**config.mk**
```make
export PLATFORM = sky130hd
export DESIGN_NAME = score_overlay
export DESIGN_NICKNAME = d
export VERILOG_FILES = /design/src/rtl/score_pkg.sv /design/src/rtl/digit_glyph_rom.sv /design/src/rtl/score_overlay.sv
export SDC_FILE = /design/constraint.sdc
export NUM_CORES = 1
export LEC_CHECK = 0
export CORE_AREA = 2 2 84 86
export CTS_CLUSTER_DIAMETER = 60
export DETAILED_ROUTE_END_ITERATION = 10
export DIE_AREA = 0 0 86 88
export PLACE_DENSITY_LB_ADDON = 0.05
export SETUP_SLACK_MARGIN = 0.05
export SKIP_CTS_REPAIR_TIMING = 1
export SYNTH_ARGS = -nofsm -noshare
export SYNTH_HDL_FRONTEND = slang
export SYNTH_SLANG_ARGS = --single-unit
```
**constraint.sdc**
```tcl
create_clock -name clk -period 4.5 [get_ports clk]
set_input_delay 0.675 -clock clk [delete_from_list [all_inputs] [get_ports clk]]
set_output_delay 0.675 -clock clk [all_outputs]
set_load 0.05 [all_outputs]
```
**src/rtl/score_pkg.sv**
```systemverilog
// Shared constants, winner codes and glyph artwork for the score overlay.
// glyph_bits() turns a seven-segment digit shape into an 11x16 bitmap.
package score_pkg;

  localparam int GLYPH_W  = 11;
  localparam int GLYPH_H  = 16;
  localparam int GLYPH_N  = GLYPH_W * GLYPH_H;
  localparam int GLYPH_AW = 8;
  localparam int RGB_W    = 3;

  localparam logic [1:0] WIN_NONE = 2'b00;
  localparam logic [1:0] WIN_P1   = 2'b01;
  localparam logic [1:0] WIN_P2   = 2'b10;
  localparam logic [1:0] WIN_DRAW = 2'b11;

  localparam logic [RGB_W-1:0] INK = 3'b111;

  // bit order g f e d c b a
  function automatic logic [6:0] seg_map(int d);
    case (d)
      0: return 7'h3f;
      1: return 7'h06;
      2: return 7'h5b;
      3: return 7'h4f;
      4: return 7'h66;
      5: return 7'h6d;
      6: return 7'h7d;
      7: return 7'h07;
      8: return 7'h7f;
      9: return 7'h6f;
      default: return 7'h00;
    endcase
  endfunction

  function automatic logic [GLYPH_N-1:0] glyph_bits(int d);
    logic [GLYPH_N-1:0] g;
    logic [6:0] s;
    int r;
    int c;
    g = '0;
    s = seg_map(d);
    for (int a = 0; a < GLYPH_N; a++) begin
      r = a / GLYPH_W;
      c = a % GLYPH_W;
      g[a] = (s[0] && r <= 1 && c >= 2 && c <= 8)
          || (s[1] && r >= 1 && r <= 7 && c >= 9)
          || (s[2] && r >= 8 && r <= 14 && c >= 9)
          || (s[3] && r >= 14 && c >= 2 && c <= 8)
          || (s[4] && r >= 8 && r <= 14 && c <= 1)
          || (s[5] && r >= 1 && r <= 7 && c <= 1)
          || (s[6] && r >= 7 && r <= 8 && c >= 2 && c <= 8);
    end
    return g;
  endfunction

endpackage

```
**src/rtl/digit_glyph_rom.sv**
```systemverilog
// Combinational glyph lookup: digit/row/col -> rgb, 000 when out of range.
// Ports: digit[3:0], row[9:0], col[9:0] in; rgb[2:0] out.
module digit_glyph_rom
  import score_pkg::*;
(
  input  logic [3:0]       digit,
  input  logic [9:0]       row,
  input  logic [9:0]       col,
  output logic [RGB_W-1:0] rgb
);

  // entries 10..15 are blank so any 4-bit index is safe
  localparam logic [GLYPH_N-1:0] GLYPHS [16] = '{
    glyph_bits(0),  glyph_bits(1),  glyph_bits(2),
    glyph_bits(3),  glyph_bits(4),  glyph_bits(5),
    glyph_bits(6),  glyph_bits(7),  glyph_bits(8),
    glyph_bits(9),  glyph_bits(10), glyph_bits(11),
    glyph_bits(12), glyph_bits(13), glyph_bits(14),
    glyph_bits(15)
  };

  logic [GLYPH_AW-1:0] addr;
  logic                hit;

  always_comb begin
    addr = col[GLYPH_AW-1:0]
         + row[GLYPH_AW-1:0] * GLYPH_AW'(GLYPH_W);
    hit  = (col < 10'(GLYPH_W))
        && (row < 10'(GLYPH_H))
        && (digit <= 4'd9);
    rgb  = '0;
    if (hit && GLYPHS[digit][addr])
      rgb = INK;
  end

endmodule

```
**src/rtl/score_overlay.sv**
```systemverilog
// Pong score keeper and 2-stage digit overlay on the VGA pixel stream.
// Ports: clk, rst_n, pix_row/col/valid, point_p1/p2, game_clear in;
// rgb_out, rgb_valid, game_over, winner out. Option: SCORE_BLINK_EN.
module score_overlay
  import score_pkg::*;
#(
  parameter int DIGIT_W   = GLYPH_W,
  parameter int DIGIT_H   = GLYPH_H,
  parameter int SCORE_Y   = 16,
  parameter int P1_X      = 280,
  parameter int P2_X      = 349,
  parameter int MAX_SCORE = 9
) (
  input  logic             clk,
  input  logic             rst_n,
  input  logic [9:0]       pix_row,
  input  logic [9:0]       pix_col,
  input  logic             pix_valid,
  input  logic             point_p1,
  input  logic             point_p2,
  input  logic             game_clear,
  output logic [RGB_W-1:0] rgb_out,
  output logic             rgb_valid,
  output logic             game_over,
  output logic [1:0]       winner
);

  localparam logic [3:0] MAX = 4'(MAX_SCORE);
  localparam logic [9:0] Y0  = 10'(SCORE_Y);
  localparam logic [9:0] Y1  = 10'(SCORE_Y + DIGIT_H);
  localparam logic [9:0] A0  = 10'(P1_X);
  localparam logic [9:0] A1  = 10'(P1_X + DIGIT_W);
  localparam logic [9:0] B0  = 10'(P2_X);
  localparam logic [9:0] B1  = 10'(P2_X + DIGIT_W);

  logic [3:0] score_p1;
  logic [3:0] score_p2;
  logic [3:0] disp_p1;
  logic [3:0] disp_p2;
  logic       frame_start;
  logic       in_rows;
  logic       hit_p1;
  logic       hit_p2;
  logic       p1_max;
  logic       p2_max;
  logic [9:0] lcol;

  logic       s1_valid;
  logic       s1_in;
  logic [9:0] s1_row;
  logic [9:0] s1_col;
  logic [3:0] s1_digit;
  logic       s1_blank;
  logic [RGB_W-1:0] glyph_rgb;

  always_comb begin
    frame_start = pix_valid && pix_row == '0 && pix_col == '0;
    in_rows = pix_row >= Y0 && pix_row < Y1;
    hit_p1  = pix_valid && in_rows
           && pix_col >= A0 && pix_col < A1;
    hit_p2  = pix_valid && in_rows
           && pix_col >= B0 && pix_col < B1;
    lcol    = pix_col - (hit_p1 ? A0 : B0);
    p1_max  = score_p1 == MAX;
    p2_max  = score_p2 == MAX;
  end

  // winner latches from the scores present at the edge, so it
  // lands one cycle after the deciding point
  always_ff @(posedge clk or negedge rst_n) begin
    if (!rst_n) begin
      score_p1  <= '0;
      score_p2  <= '0;
      game_over <= 1'b0;
      winner    <= WIN_NONE;
    end else if (game_clear) begin
      score_p1  <= '0;
      score_p2  <= '0;
      game_over <= 1'b0;
      winner    <= WIN_NONE;
    end else if (!game_over) begin
      if (point_p1 && score_p1 < MAX)
        score_p1 <= score_p1 + 4'd1;
      if (point_p2 && score_p2 < MAX)
        score_p2 <= score_p2 + 4'd1;
      if (p1_max || p2_max) begin
        game_over <= 1'b1;
        winner    <= {p2_max, p1_max};
      end
    end
  end

  // snapshots only move at frame start to avoid tearing
  always_ff @(posedge clk or negedge rst_n) begin
    if (!rst_n) begin
      disp_p1 <= '0;
      disp_p2 <= '0;
    end else if (frame_start) begin
      disp_p1 <= score_p1;
      disp_p2 <= score_p2;
    end
  end

`ifdef SCORE_BLINK_EN
  logic [5:0] frame_cnt;

  always_ff @(posedge clk or negedge rst_n) begin
    if (!rst_n)
      frame_cnt <= '0;
    else if (frame_start)
      frame_cnt <= frame_cnt + 6'd1;
  end

  always_ff @(posedge clk or negedge rst_n) begin
    if (!rst_n)
      s1_blank <= 1'b0;
    else
      s1_blank <= game_over && frame_cnt[5]
               && (hit_p1 ? winner[0] : winner[1]);
  end
`else
  assign s1_blank = 1'b0;
`endif

  always_ff @(posedge clk or negedge rst_n) begin
    if (!rst_n) begin
      s1_valid <= 1'b0;
      s1_in    <= 1'b0;
      s1_row   <= '0;
      s1_col   <= '0;
      s1_digit <= '0;
    end else begin
      s1_valid <= pix_valid;
      s1_in    <= hit_p1 || hit_p2;
      s1_row   <= pix_row - Y0;
      s1_col   <= lcol;
      s1_digit <= hit_p1 ? disp_p1 : disp_p2;
    end
  end

  digit_glyph_rom u_rom (
    .digit (s1_digit),
    .row   (s1_row),
    .col   (s1_col),
    .rgb   (glyph_rgb)
  );

  always_ff @(posedge clk or negedge rst_n) begin
    if (!rst_n) begin
      rgb_out   <= '0;
      rgb_valid <= 1'b0;
    end else begin
      rgb_valid <= s1_valid;
      rgb_out   <= (s1_in && !s1_blank) ? glyph_rgb : '0;
    end
  end

endmodule

```
# After elaboration in Yosys (flattened, before gate mapping)
# Memories as Yosys holds them, arrays and structs flattened.
# Index checks and enable logic that the tools add are counted.
[totals]
output_inout_bits = 7
input_bits = 26
wordCells = 80
romBits = 2816
n_memories = 1
ff_bits = 49
[mem_list]
columns = ["name", "words", "word_bits", "read_ports", "rd_ports_with_merged_regs", "wr", "line_no", "source"]
rows = [
  ["(no name shown)", 16, 176, 1, 0, 0, "digit_glyph_rom.sv:32", "if (hit && GLYPHS[digit][addr])"],
]
[op_classes]
n_bitwise = 1
n_mux = 20
n_mul = 1
n_reduce_logical = 23
n_eq_ne = 3
n_lt_le_gt_ge = 13
n_addsub = 5
[ops]
columns = ["cell", "n"]
rows = [
  ["$mux 176", 2],
  ["$mux 4", 7],
  ["$ge 10x9->1 const B", 2],
  ["$logic_not 10->1", 2],
  ["$lt 10x9->1 const B", 2],
  ["$logic_and 1x1->1", 13],
  ["$ge 10x5->1 const B", 1],
  ["$lt 10x4->1 const B", 1],
  ["$lt 10x5->1 const B", 1],
  ["$lt 10x6->1 const B", 1],
  ["$sub 10x5->10 const B", 1],
  ["$sub 10x9->10", 1],
  ["$lt 8x9->1 const B", 1],
  ["$add 4x1->4 const B", 2],
  ["$add 8x8->8", 1],
  ["$bmux 1 s8", 1],
  ["$eq 4x4->1 const B", 2],
  ["$lt 4x4->1 const B", 2],
  ["$mul 8x4->8 const B", 1],
  ["$mux 7", 1],
  ["$mux 2", 3],
  ["$mux 3", 2],
  ["$reduce_and 2->1", 3],
  ["$reduce_bool 2->1", 3],
  ["other kinds (6)", 10],
]

# Depth between registers and ports, before layout
[depth]
depth_word = 9
depth_mapped = 15

# Modules after synthesis
# From an unflattened synthesis, not the netlist that was laid out.
[unflattened]
hier_cells = 399
hier_area_um2 = 3737.3
[by_module_without_submodules]
columns = ["mod", "area_per_inst_um2", "cells_per_inst", "n_inst", "seq_area_each_um2"]
rows = [
  ["score_overlay", 2168.3, 185, 1, 1226.2],
  ["digit_glyph_rom", 1569.0, 214, 1, 0.0],
]

# Worst setup path after synthesis
# OpenSTA, ideal clock, no wires.
[synth_timing]
path_kind = "register to register"
startpoint = "reg s1_row[1]"
endpoint = "reg rgb_out[1]"
arrival_time_ns = 3.308
stages_incl_launch_ff = 12
t_required_ns = 4.389
slack_ns = 1.081
n_path_buf = 2
path_cell_list = "dfrtp_1 ha_1 fa_1 fa_1 buf_2 buf_1 a21boi_0 nand4_1 o211ai_1 nand3_1 a41o_1 a2111oi_2"
[synth_via]
elab_chain_cells = 7
[synth_lines]
columns = ["item", "line_no", "source"]
rows = [
  ["from (decl)", "score_overlay.sv:50", "logic [9:0] s1_row;"],
  ["from (signal assigned)", "score_overlay.sv:135", "s1_row <= pix_row - Y0;"],
  ["$mul 8x4->8", "digit_glyph_rom.sv:27", "+ row[GLYPH_AW-1:0] * GLYPH_AW'(GLYPH_W);"],
  ["$add 8x8->8", "digit_glyph_rom.sv:27", ""],
  ["$bmux 1 s8", "digit_glyph_rom.sv:32", ""],
  ["$mux 1 (not written as such)", "digit_glyph_rom.sv:32", ""],
  ["$logic_and 1x1->1 *", "digit_glyph_rom.sv:32", ""],
  ["$mux 3 *", "digit_glyph_rom.sv:32", ""],
  ["$mux 3 *", "score_overlay.sv:154", "rgb_out <= (s1_in && !s1_blank) ? glyph_rgb : '0;"],
  ["to (signal assigned)", "score_overlay.sv:154", ""],
  ["to (decl)", "score_overlay.sv:22", "output logic [RGB_W-1:0] rgb_out,"],
]
# Every way passes the cells marked *; elsewhere a longest branch is shown, timed or not. The select of a mux whose other input is x is not followed.
# A chain may end at the register's enable or synchronous reset.

# Final worst setup path
# Same ends and word-level chain as after synthesis.

==> flow_metrics.py <==
metrics = {
    "placed_design": {
        "gpl.final_weighted_congestion": 0.8929,
        "pre_cts_ws_ns": 0.5538,
        "post_detailed_placement_half_perimeter_wirelength_um": 5737,
        "place.port_buffers": 32,
        "placedCellCount": 482,
        "dpl-instance-area_mm2": 0.003966,
    },
    "synth": {
        "synth_top_cells_by_count": "47 x sky130_fd_sc_hd__dfrtp_1, 40 x sky130_fd_sc_hd__nor2_1, 33 x sky130_fd_sc_hd__ha_1",
        "synth-async-reset-ratio_pct": 100.0,
        "synth.net_count": 459,
        "synth.yosys.seq_area_share_pct": 32.17,
        "syn_area_mm2": 0.003656,
        "yosysWarningCount": 0,
        "yosysTopAreaCellShare_pct": 32.17,
        "postSynthAreaPerCell_um2": 9.350,
        "ys_types": 61,
        "synth_cells": 391,
        "synth-seq-cells": 47,
        "postSynth.topFlopCell": "sky130_fd_sc_hd__dfrtp_1",
        "synth_enable_flop_cells": 0,
        "post_synth_main_area_contributors": "sky130_fd_sc_hd__dfrtp_1 32%, sky130_fd_sc_hd__ha_1 11%, sky130_fd_sc_hd__fa_1 4.9%",
        "synth.most_common_cell": "sky130_fd_sc_hd__dfrtp_1",
        "netlist.top_cell.by_area": "sky130_fd_sc_hd__dfrtp_1",
    },
    "routing": {
        "route.final.wire_length_um": 7664,
        "firstDrtPassIters": 5,
        "drtIter0Drc": 224,
        "vias_per_cell": 5.827,
        "route.antenna.remaining_nets": 0,
        "routed-via-count": 2855,
        "route.detailed.wl_per_inst_um": 15.64,
        "route.detailed.drc": 0,
    },
    "global_routing": {
        "antenna_found_initial": 0,
        "maximum_number_of_pins_on_one_net_before_global_route_repair": 48,
        "globalRoute.totalOverflow": 0,
        "grt_pass1_wl_um": 12990,
        "globalRouteTotalUtil_pct": 21.54,
        "first_global_vias": 2765,
    },
    "sta": {
        "slew_headroom_pct": 33.07,
        "transition_time_of_the_tightest_slew_check_pin_ns": 1.004,
        "period_share_pct": 88.67,
        "finClkSkew_ns": 0.01069,
        "max_freq_mhz": 250.6,
        "whs_ns": 0.3610,
        "maxSlewViolCount": 0,
        "final_critical_path_setup_slack_ns": 0.5100,
        "timing.final.hold_violations": 0,
        "rsz0062_at_grt": "no",
        "finalSetupTns_ns": 0,
        "final.min_clock_period_ns": 3.990,
        "finalSetupViolations": 0,
    },
    "cells_and_area": {
        "final-instance-count-excl-fill": 490,
        "multi_input_area_mm2": 0.002281,
        "antenna_cells": 0,
        "finish.instance_area_mm2": 0.004088,
        "final_net_count": 477,
        "fill_cell_count": 587,
        "sequential_cell_area_mm2": 0.001176,
        "drive_above_1_share_pct": 7.073,
        "area_delta_synth_final_pct": 11.81,
    },
    "die": {
        "num_rows": 30,
        "chipWidth_um": 86,
        "io-pin-count": 33,
        "die_area_mm2": 0.007568,
        "start_util_pct": 55.03,
        "core_region_area_mm2": 0.006644,
        "chip_height_um": 88,
    },
    "clock_tree": {
        "max-clock-path-buffers": 2,
        "clock-root-buffer": "sky130_fd_sc_hd__clkbuf_8",
        "tritoncts": "yes",
        "worstSkewPairLatency_ns": 0.30,
        "cts-buffers-inserted": 5,
        "htreeDepth": 2,
        "clock_sink_count": 47,
        "clk_pin_slew_worst_paths_ns": 0.09,
    },
    "critical_path": {
        "crit_type": "reg -> reg",
        "timing.critical_path.arrival_ns": 4.18,
        "worst_setup_path_start_kind": "flip-flop",
        "crit_path_end_kind": "flip-flop",
        "cp_data_required_time_ns": 4.69,
        "crit_fanout": 22,
        "r2r.worst_path.cells": 10,
    },
    "worst_hold_path": {
        "whs_path_depth": 0,
        "worst_hold_path_type": "reg -> reg",
    },
    "pwr": {
        "leakage_component_of_the_power_uw": 0.001784,
        "power_density_mw_per_mm2": 379.7,
        "ir_drop_mv": 0.1942,
    },
    "run": {
        "max_cap_viol_count": 0,
    },
    "status": {
        "status": "finished, final reports clean",
    },
}
[where the power goes]
group	switching [µW]	internal, µW	leakage (µW)
registers	20.0	442	0.000603
logic	447	315	0.00112
clock network	146	183	0.0000618
total	613	939	0.00178
[placed cells by master (no fill, tap or decap), types with 7 or more instances in the layout]
cell type	netlist	layout
sky130_fd_sc_hd__xnor2_1	19	19
sky130_fd_sc_hd__ha_1	33	33
sky130_fd_sc_hd__nand2b_1	9	9
sky130_fd_sc_hd__fa_1	9	9
sky130_fd_sc_hd__inv_1	25	25
sky130_fd_sc_hd__xor2_1	10	10
sky130_fd_sc_hd__a21oi_1	20	20
sky130_fd_sc_hd__mux2_2	15	15
sky130_fd_sc_hd__o21ai_0	17	17
sky130_fd_sc_hd__nand3_1	7	7
sky130_fd_sc_hd__dfrtp_1	47	47
sky130_fd_sc_hd__nor2_1	40	40
sky130_fd_sc_hd__clkdlybuf4s50_1	0	31
sky130_fd_sc_hd__nand2_1	22	22
[sequential cells by signal, summed over array words and instances (netlist names)]
name	flops
score_p1	4
s1_col	10
rgb_valid	1
s1_valid	1
winner	2
disp_p2	4
rgb_out	1
game_over	1
s1_in	1
score_p2	4
disp_p1	4
s1_digit	4
s1_row	10
[per-layer routing]
layer	wire length, µm	up-vias	track usage [%]	part of all wire, %
met5	0	-	0	0
met4	128	0	6.494	1.7
met1	3610	1323	30.53	47
met3	380	16	3.110	5.0
li1	-	1411	-	-
met2	3545	105	34.39	46
[through the flow]
step,util [%],power (µW)
2_1_floorplan,-,1054
6_report,61.53,1552
5_1_grt,61.53,1677
3_3_place_gp,59.70,1220
3_5_place_dp,59.70,1221
4_1_cts,61.53,1556
[worst max-delay path: stages (launching register included)]
cell                        delay [ns]
sky130_fd_sc_hd__dfrtp_1          0.42
sky130_fd_sc_hd__ha_1             0.33
sky130_fd_sc_hd__fa_1             0.52
sky130_fd_sc_hd__fa_1             1.05
sky130_fd_sc_hd__mux2_2           0.40
sky130_fd_sc_hd__a21boi_0         0.16
sky130_fd_sc_hd__o21ai_0          0.13
sky130_fd_sc_hd__o221ai_1         0.20
sky130_fd_sc_hd__o211ai_1         0.13
sky130_fd_sc_hd__a31o_1           0.24
sky130_fd_sc_hd__a2111oi_2        0.30
[final timing paths]
path	slack, ns	startpoint	end
setup / recovery	0.51	s1_row[1]	rgb_out[1]
hold / removal	0.36	s1_valid	rgb_valid
setup reg to reg	0.51	s1_row[1]	rgb_out[1]
hold reg to reg	0.36	s1_valid	rgb_valid
max in group asynchronous	3.34	rst_n	s1_digit[3]
min in group asynchronous	0.53	rst_n	score_p1[1]
[cell families after synthesis]
kind of cell	after synthesis	synth area share (%)
xor gates and xnor gates	30	7.392
AOI/OAI and AO/OA	89	16.91
buffers and inverters	46	5.441
DFF	47	32.17
adders and majority gates	42	16.22
and+or+nand+nor	118	16.15
muxes	19	5.715
[cell type report]
class | instances | share of cell area (%)
Timing Repair Buffer | 32 | 7.713
Tap cell | 80 | 2.449
Multi-Input combinational cell | 298 | 55.80
Sequential cell | 47 | 28.77
Clock buffer | 6 | 2.020
Clock inverter | 2 | 0.9489
Inverter | 25 | 2.296
No activity file was read; power rests on OpenSTA's default activity.
